## src/rtl/apb4_if.sv

```systemverilog
// rtl/apb4_if.sv - APB4 bus signal bundle with master and slave views
//
// Purpose : groups the APB4 request/response wires between one initiator
//           and the slave side so modules can take the bus as one port.
// Ports   : master modport drives paddr/pprot/psel/penable/pwrite/pwdata/pstrb
//           and samples pready/prdata/pslverr; slave modport is the mirror.
interface apb4_if #(
  parameter int ADDR_WIDTH = 32,
  parameter int DATA_WIDTH = 32
);
  logic [ADDR_WIDTH-1:0]   paddr;
  logic [2:0]              pprot;
  logic                    psel;
  logic                    penable;
  logic                    pwrite;
  logic [DATA_WIDTH-1:0]   pwdata;
  logic [DATA_WIDTH/8-1:0] pstrb;
  logic                    pready;
  logic [DATA_WIDTH-1:0]   prdata;
  logic                    pslverr;

  modport master (
    output paddr, pprot, psel, penable, pwrite, pwdata, pstrb,
    input  pready, prdata, pslverr
  );

  modport slave (
    input  paddr, pprot, psel, penable, pwrite, pwdata, pstrb,
    output pready, prdata, pslverr
  );
endinterface

```

## src/rtl/apb4_master_bridge.sv

```systemverilog
// rtl/apb4_master_bridge.sv - single-outstanding valid/ready to APB4 initiator
//
// Purpose : accepts one request at a time, runs an APB4 SETUP/ACCESS transfer
//           and holds the read data / error status until the requester takes it.
// Ports   : pclk, presetn (async active-low)
//           req_valid_i/req_ready_o/req_write_i/req_addr_i/req_wdata_i/req_wstrb_i
//           resp_valid_o/resp_ready_i/resp_rdata_o/resp_err_o
//           apb4 (apb4_if.master)
// Options : APB4_MST_TIMEOUT_EN - abort ACCESS after TIMEOUT_CYCLES cycles
//           without pready and return an error response.
module apb4_master_bridge #(
  parameter int ADDR_WIDTH     = 32,
  parameter int DATA_WIDTH     = 32,
  parameter int TIMEOUT_CYCLES = 256
) (
  input  logic                    pclk,
  input  logic                    presetn,
  input  logic                    req_valid_i,
  output logic                    req_ready_o,
  input  logic                    req_write_i,
  input  logic [ADDR_WIDTH-1:0]   req_addr_i,
  input  logic [DATA_WIDTH-1:0]   req_wdata_i,
  input  logic [DATA_WIDTH/8-1:0] req_wstrb_i,
  output logic                    resp_valid_o,
  input  logic                    resp_ready_i,
  output logic [DATA_WIDTH-1:0]   resp_rdata_o,
  output logic                    resp_err_o,
  apb4_if.master                  apb4
);

  if (DATA_WIDTH != 8 && DATA_WIDTH != 16 && DATA_WIDTH != 32) begin : g_bad_dw
    $error("apb4_master_bridge: DATA_WIDTH must be 8, 16 or 32");
  end
  if (TIMEOUT_CYCLES < 2 || TIMEOUT_CYCLES > 65535) begin : g_bad_tmo
    $error("apb4_master_bridge: TIMEOUT_CYCLES must be 2..65535");
  end

  typedef enum logic [1:0] {S_IDLE, S_SETUP, S_ACCESS, S_RESP} state_t;

  state_t state_q, state_d;

  logic [ADDR_WIDTH-1:0]   paddr_q;
  logic                    pwrite_q;
  logic [DATA_WIDTH-1:0]   pwdata_q;
  logic [DATA_WIDTH/8-1:0] pstrb_q;
  logic [DATA_WIDTH-1:0]   rdata_q;
  logic                    err_q;
  logic                    tmo_hit;

`ifdef APB4_MST_TIMEOUT_EN
  logic [15:0] tmo_cnt_q;

  // Last permitted wait cycle with pready still low: abort instead of waiting.
  assign tmo_hit = (state_q == S_ACCESS) && !apb4.pready &&
                   (tmo_cnt_q == 16'(TIMEOUT_CYCLES - 1));

  always_ff @(posedge pclk or negedge presetn) begin
    if (!presetn) begin
      tmo_cnt_q <= '0;
    end else if (state_q == S_SETUP) begin
      tmo_cnt_q <= '0;
    end else if (state_q == S_ACCESS && !apb4.pready) begin
      tmo_cnt_q <= tmo_cnt_q + 16'd1;
    end
  end
`else
  assign tmo_hit = 1'b0;
`endif

  always_ff @(posedge pclk or negedge presetn) begin
    if (!presetn) begin
      state_q <= S_IDLE;
    end else begin
      state_q <= state_d;
    end
  end

  // Bus strobes decode straight from the state register, so a reset
  // removes psel/penable immediately rather than at the next edge.
  always_comb begin
    state_d      = state_q;
    req_ready_o  = 1'b0;
    resp_valid_o = 1'b0;
    apb4.psel    = 1'b0;
    apb4.penable = 1'b0;
    unique case (state_q)
      S_IDLE: begin
        req_ready_o = 1'b1;
        if (req_valid_i) state_d = S_SETUP;
      end
      S_SETUP: begin
        apb4.psel = 1'b1;
        state_d   = S_ACCESS;
      end
      S_ACCESS: begin
        apb4.psel    = 1'b1;
        apb4.penable = 1'b1;
        if (apb4.pready || tmo_hit) state_d = S_RESP;
      end
      S_RESP: begin
        resp_valid_o = 1'b1;
        if (resp_ready_i) state_d = S_IDLE;
      end
      default: state_d = S_IDLE;
    endcase
  end

  // Request capture; pwdata is only refreshed by writes so reads leave it as-is.
  always_ff @(posedge pclk or negedge presetn) begin
    if (!presetn) begin
      paddr_q  <= '0;
      pwrite_q <= 1'b0;
      pwdata_q <= '0;
      pstrb_q  <= '0;
    end else if (state_q == S_IDLE && req_valid_i) begin
      paddr_q  <= req_addr_i;
      pwrite_q <= req_write_i;
      pstrb_q  <= req_write_i ? req_wstrb_i : '0;
      if (req_write_i) pwdata_q <= req_wdata_i;
    end
  end

  // Response capture; pready takes priority over a same-cycle timeout.
  always_ff @(posedge pclk or negedge presetn) begin
    if (!presetn) begin
      rdata_q <= '0;
      err_q   <= 1'b0;
    end else if (state_q == S_ACCESS) begin
      if (apb4.pready) begin
        rdata_q <= (!pwrite_q && !apb4.pslverr) ? apb4.prdata : '0;
        err_q   <= apb4.pslverr;
      end else if (tmo_hit) begin
        rdata_q <= '0;
        err_q   <= 1'b1;
      end
    end
  end

  assign apb4.paddr   = paddr_q;
  assign apb4.pwrite  = pwrite_q;
  assign apb4.pwdata  = pwdata_q;
  assign apb4.pstrb   = pstrb_q;
  assign apb4.pprot   = 3'b000;
  assign resp_rdata_o = rdata_q;
  assign resp_err_o   = err_q;

endmodule

```

## src/flat_wrapper.sv

```systemverilog
// flat-port wrapper written by rule: the top's interface ports become plain ports
module apb4_master_bridge_flat 
#(
  parameter int ADDR_WIDTH     = 32,
  parameter int DATA_WIDTH     = 32,
  parameter int TIMEOUT_CYCLES = 256
)
  (pclk, presetn, req_valid_i, req_ready_o, req_write_i, req_addr_i, req_wdata_i, req_wstrb_i, resp_valid_o, resp_ready_i, resp_rdata_o, resp_err_o, apb4_paddr, apb4_pprot, apb4_psel, apb4_penable, apb4_pwrite, apb4_pwdata, apb4_pstrb, apb4_pready, apb4_prdata, apb4_pslverr);
  apb4_if #(.ADDR_WIDTH(ADDR_WIDTH), .DATA_WIDTH(DATA_WIDTH)) apb4_i ();
  input  logic pclk;
  input  logic presetn;
  input  logic req_valid_i;
  output logic req_ready_o;
  input  logic req_write_i;
  input  logic [ADDR_WIDTH-1:0] req_addr_i;
  input  logic [DATA_WIDTH-1:0] req_wdata_i;
  input  logic [DATA_WIDTH/8-1:0] req_wstrb_i;
  output logic resp_valid_o;
  input  logic resp_ready_i;
  output logic [DATA_WIDTH-1:0] resp_rdata_o;
  output logic resp_err_o;
  output wire logic [$bits(apb4_i.paddr)-1:0] apb4_paddr;
  output wire logic [$bits(apb4_i.pprot)-1:0] apb4_pprot;
  output wire logic [$bits(apb4_i.psel)-1:0] apb4_psel;
  output wire logic [$bits(apb4_i.penable)-1:0] apb4_penable;
  output wire logic [$bits(apb4_i.pwrite)-1:0] apb4_pwrite;
  output wire logic [$bits(apb4_i.pwdata)-1:0] apb4_pwdata;
  output wire logic [$bits(apb4_i.pstrb)-1:0] apb4_pstrb;
  input wire logic [$bits(apb4_i.pready)-1:0] apb4_pready;
  input wire logic [$bits(apb4_i.prdata)-1:0] apb4_prdata;
  input wire logic [$bits(apb4_i.pslverr)-1:0] apb4_pslverr;
  assign apb4_paddr = apb4_i.paddr;
  assign apb4_pprot = apb4_i.pprot;
  assign apb4_psel = apb4_i.psel;
  assign apb4_penable = apb4_i.penable;
  assign apb4_pwrite = apb4_i.pwrite;
  assign apb4_pwdata = apb4_i.pwdata;
  assign apb4_pstrb = apb4_i.pstrb;
  assign apb4_i.pready = apb4_pready;
  assign apb4_i.prdata = apb4_prdata;
  assign apb4_i.pslverr = apb4_pslverr;
  apb4_master_bridge #(.ADDR_WIDTH(ADDR_WIDTH), .DATA_WIDTH(DATA_WIDTH), .TIMEOUT_CYCLES(TIMEOUT_CYCLES)) u_core (.pclk(pclk), .presetn(presetn), .req_valid_i(req_valid_i), .req_ready_o(req_ready_o), .req_write_i(req_write_i), .req_addr_i(req_addr_i), .req_wdata_i(req_wdata_i), .req_wstrb_i(req_wstrb_i), .resp_valid_o(resp_valid_o), .resp_ready_i(resp_ready_i), .resp_rdata_o(resp_rdata_o), .resp_err_o(resp_err_o), .apb4(apb4_i));
endmodule
```

## config.mk

```make
export PLATFORM = sky130hd
export DESIGN_NAME = apb4_master_bridge_flat
export DESIGN_NICKNAME = d
export VERILOG_FILES = /design/src/rtl/apb4_if.sv /design/src/rtl/apb4_master_bridge.sv /design/src/flat_wrapper.sv
export SDC_FILE = /design/constraint.sdc
export NUM_CORES = 1
export LEC_CHECK = 0
export ABC_AREA = 1
export ABC_CLOCK_PERIOD_IN_PS = 2800
export BUFFER_PORTS_ARGS = -buffer_cell sky130_fd_sc_hd__buf_2
export CORE_MARGIN = 2
export CORE_UTILIZATION = 45
export DETAILED_ROUTE_END_ITERATION = 10
export PLACE_DENSITY_LB_ADDON = 0.2
export REMOVE_ABC_BUFFERS = 1
export SLEW_MARGIN = 15
export SYNTH_ARGS = -nofsm -noshare
export SYNTH_HDL_FRONTEND = slang
export SYNTH_SLANG_ARGS = --single-unit
```

## constraint.sdc

```tcl
create_clock -name pclk -period 2.8 [get_ports pclk]
set_input_delay 0.56 -clock pclk [delete_from_list [all_inputs] [get_ports pclk]]
set_output_delay 0.56 -clock pclk [all_outputs]
set_load 0.01 [all_outputs]
```

### Word level (Yosys, flattened, before mapping)

Index checks and enable logic that the tools add are counted.

| storage, ports and cells | value |
|---|---|
| output and inout port bits | 109 |
| register bits after elaboration | 104 |
| input bits | 107 |

| operators by class | value |
|---|---|
| equality and inequality tests | 6 |
| mux-type cells | 10 |
| reductions and logical operators | 9 |

Operators by type and width:

| cell | count |
|---|---|
| 32-bit 2-to-1 mux | 1 |
| 2-bit case mux with 4 select lines | 1 |
| 2-bit 2-to-1 mux | 3 |
| 2-bit inequality test (second input constant) | 3 |
| 2-bit equality test (second input constant) | 2 |
| 1-bit 2-to-1 mux | 4 |
| 4-bit 2-to-1 mux | 1 |
| 2-bit AND reduction | 2 |
| 3-bit AND reduction | 1 |
| 2-bit by 1-bit equality test with 1-bit output (second input constant) | 1 |
| 1-bit logical AND | 2 |
| 1-bit zero test | 2 |
| 2-bit zero test | 1 |
| 2-bit OR reduction | 1 |

### Logic depth before layout (Yosys ltp)

| depth | value |
|---|---|
| depth in word-level cells | 3 |
| depth in mapped cells | 8 |
| mapped depth without buffers | 7 |

### Worst setup path before layout

Ideal clock, no wire load.

| path | value |
|---|---|
| path type | register -> register |
| from | reg u_core.state_q[0] |
| to | reg u_core.pwdata_q[10] (netlist: u_core.apb4.pwdata[10]) |
| library setup time | 0.117 ns |
| stages on the path, launching flop included | 9 |
| setup slack | 1.448 ns |
| required time | 2.683 ns |
| arrival | 1.236 ns |
| cell sequence | dfrtp_1 -> inv_1 -> ha_1 -> nand2_2 -> inv_2 -> nand2_1 -> buf_2 -> nand2_1 -> nand2_1 |

| on the way | value |
|---|---|
| word-level cells in the longest chain between the ends | 3 |

Ends and longest elaborated chain:

| what | line | text |
|---|---|---|
| start: declaration | apb4_master_bridge.sv:40 | `state_t state_q, state_d;` |
| start signal: assignment | apb4_master_bridge.sv:74 | `state_q <= state_d;` |
| 2-bit zero test | apb4_master_bridge.sv:115 | `end else if (state_q == S_IDLE && req_valid_i) begin` |
| 1-bit logical AND | apb4_master_bridge.sv:115 |  |
| 2-bit AND reduction (no line) | n/a |  |
| end signal: assignment | apb4_master_bridge.sv:119 | `if (req_write_i) pwdata_q <= req_wdata_i;` |
| end: declaration | apb4_master_bridge.sv:44 | `logic [DATA_WIDTH-1:0] pwdata_q;` |

No other way between the ends.
A chain may end at the register's enable or synchronous reset.

### Worst setup path after layout

| path | value |
|---|---|
| from | reg u_core.state_q[1] |
| to | out apb4_psel |

| on the way | value |
|---|---|
| word-level cells in the longest chain between the ends | 3 |
| elaborated cells on any way between the ends | 4 |

Ends and longest elaborated chain:

| what | line | text |
|---|---|---|
| 2-bit by 1-bit equality test with 1-bit output or 2-bit equality test (tied branches) | apb4_master_bridge.sv:86 | `unique case (state_q)` |
| 2-bit OR reduction (no line) * | n/a |  |
| 1-bit 2-to-1 mux * | apb4_master_bridge.sv:86 |  |
| end: declaration | flat_wrapper.sv:24 | `output wire logic [$bits(apb4_i.psel)-1:0] apb4_psel;` |

Mark *: on every way between the ends. The rest lies on a longest branch, timed or not.

==> flow_summary.toml <==
[outcome]
status = "finished, final reports clean"

[global_routing]
grt_pass1_vias = 3479
overflow = 0
grt_max_degree = 55
grt_pass1_wl_um = 16800
track_usage = 0.210
antenna_found_initial = 0

[run]
maxCapViolCount = 0

[pwr]
switching_share = 0.389
clockPowerShare = 0.177
pwr-share-comb = 0.388
p_int_w = 0.00340
seqPwrFrac = 0.435
ir_drop_mv = 0.448
power.switching_w = 0.00216
power_density_nw_per_um2 = 1010
p_leak_nw = 3.35

[cts]
clock_path_buffers = 2
h-tree-depth = 3
clock-sinks = 104
cts_tree = "done"
cts_setup_buffers = 0
clk_pin_slew_worst_paths_ps = 110
clk_latency_ps = 360
ctsHoldBuffers = 0
cts-buffers-inserted = 9
cts_resized = 0
cts_root_buffer = "clkbuf_8"

[placed_design]
gp_congestion = 0.807
place_area_um2 = 5270
dp_hpwl_um = 7410
port_buffers = 212

[floorplan]
core_um2 = 9110
dieArea_um2 = 10000
num_rows = 35
chipWidth_um = 100
initial_utilization = 0.457
ioPinCount = 216
die_h_um = 100

[layout]
final_common_cell = "nand2_1"
final_cell_mix = "246 x nand2_1, 211 x buf_2, 104 x dfrtp_1, 65 x nand3_1, 10 x clkbuf_8"
drive_gt1_frac = 0.357
n_antenna_cell = 0
final_cell_area_um2 = 5480
syn2layout_area_growth_pct = 31.6
nets = 782

[worst_setup_path]
slowest_stage = "dfrtp_1"
crit_arrival_ps = 1270
critPathMaxFanout = 4
crit_path_max_incr_delay_ps = 410
start_kind = "flop"
crit_chain = "inv_1, ha_1, buf_2"
critPathKind = "reg -> out"
worst_setup_path_end_kind = "primary output"
cp.required_ps = 2240

[routing]
post-route-drc-count = 0
drt_iter0_drc = 157
dr.pass1.iters = 4
post_drt_wl_per_cell_um = 13.4
viasPerCell = 4.75
vias = 3742
ant_nets = 0
wirelength_um = 10500

[timing]
setup_violations = 0
finalCriticalPeriod_ps = 1830
final.setup.tns_ps = 0
finClkSkew_ps = 17.1
relSlewSlack = 0.563
fin_crit_sh = 0.654
worstMarginPinSlew_ps = 655
hold_viol_final = 0
drv_slew = 0
rsz0062_at_grt = "no"
fmaxAchievable_mhz = 546

[synth]
synthCells = 468
synth_top_cell_by_area = "dfrtp_1"
yosysWarningCount = 0
syn_area_um2 = 4170
seq_area_frac_synth = 0.625
avgSynthCellArea_um2 = 8.90
synth_top_area_share = 0.625
synthTopCellsByArea = "dfrtp_1 62%, nand2_1 22%, nand3_1 7.8%, buf_2 1.7%, buf_4 1.3%"
synth_seq_cells = 104
yosysUniqueCellTypes = 15

[worst_hold_path]
worst_hold_path_type = "in -> async"
-- metrics by stage --
stage | hold WS [ps] | instances | total power, W | setup WS, ps | util
after floorplan | 264 | 440 | 0.00357 | 122 | -
after global placement | 450 | 771 | 0.00455 | 1060 | 0.579
after detailed placement | 453 | 771 | 0.00463 | 1010 | 0.579
after CTS | 223 | 787 | 0.00563 | 944 | 0.602
after global routing | 250 | 787 | 0.00601 | 884 | 0.602
final | 209 | 787 | 0.00555 | 968 | 0.602
-- state kept, by name, indices dropped and copies added, names as in the netlist --
register             count
u_core.apb4.paddr       32
u_core.apb4.pwdata      32
u_core.resp_rdata_o     32
u_core.apb4.pstrb        4
u_core.state_q           2
u_core.apb4.pwrite       1
u_core.resp_err_o        1
-- power groups by stage --
| stage | logic (W) | registers, W | clock network, W |
|---|---|---|---|
| after floorplan | 0.000848 | 0.00272 | 0 |
| after global placement | 0.00213 | 0.00242 | 0 |
| after detailed placement | 0.00220 | 0.00243 | 0 |
| after CTS | 0.00220 | 0.00242 | 0.00102 |
| after global routing | 0.00243 | 0.00250 | 0.00108 |
| final | 0.00215 | 0.00242 | 0.000983 |
-- critical path, delay by kind of cell, from the launching register on --
family | cells | cell delay, ps
fa+ha+maj | 1 | 290
buf+inv | 2 | 230
flops | 1 | 410
-- final timing paths --
path | start | endpoint | slack [ps] | depth (start not counted)
max in group asynchronous | presetn | u_core.apb4.paddr[27] | 1850 | 2
min reg2reg | u_core.apb4.pwdata[26] | u_core.apb4.pwdata[26] | 470 | 2
max reg2reg | u_core.state_q[0] | u_core.apb4.pwdata[21] | 1100 | 7
min | presetn | u_core.resp_rdata_o[16] | 210 | 1
max | u_core.state_q[1] | apb4_psel | 970 | 3
min in group pclk | req_addr_i[21] | u_core.apb4.paddr[21] | 390 | 3
-- cells in the mapped netlist --
cell	instances
buf_2	14
buf_6	3
ha_1	4
nand4_1	2
inv_2	2
nand2_1	246
o21ai_0	4
clkbuf_1	6
dfrtp_1	104
nand2_2	2
inv_1	7
nor2_1	1
conb_1	1
buf_4	7
nand3_1	65
-- layer usage --
metal  vias up  part of all wire  global-route usage
met4         0             0.013              0.0727
met5         -                 0                   0
met3        11             0.084              0.0592
li1       1854                 -                   -
met2       148              0.47               0.321
met1      1729              0.43               0.288
-- final cells by class --
cell class	instances	area, µm²
fillers	808	3620
multi-input cells	327	1360
clock inverters	6	73.8
repair buffers	220	1140
inverters	9	33.8
clock buffers	10	138
well taps	111	139
flip-flops and latches	104	2600
-- cell families after synthesis --
logic type	synth area share
buffers and inverters	0.0511
other	0.000900
AO/OA/AOI/OAI	0.00480
AND/OR/NAND/NOR	0.307
adder cells (fa/ha/maj)	0.0120
flip-flops	0.625
No activity file was read; power rests on OpenSTA's default activity.
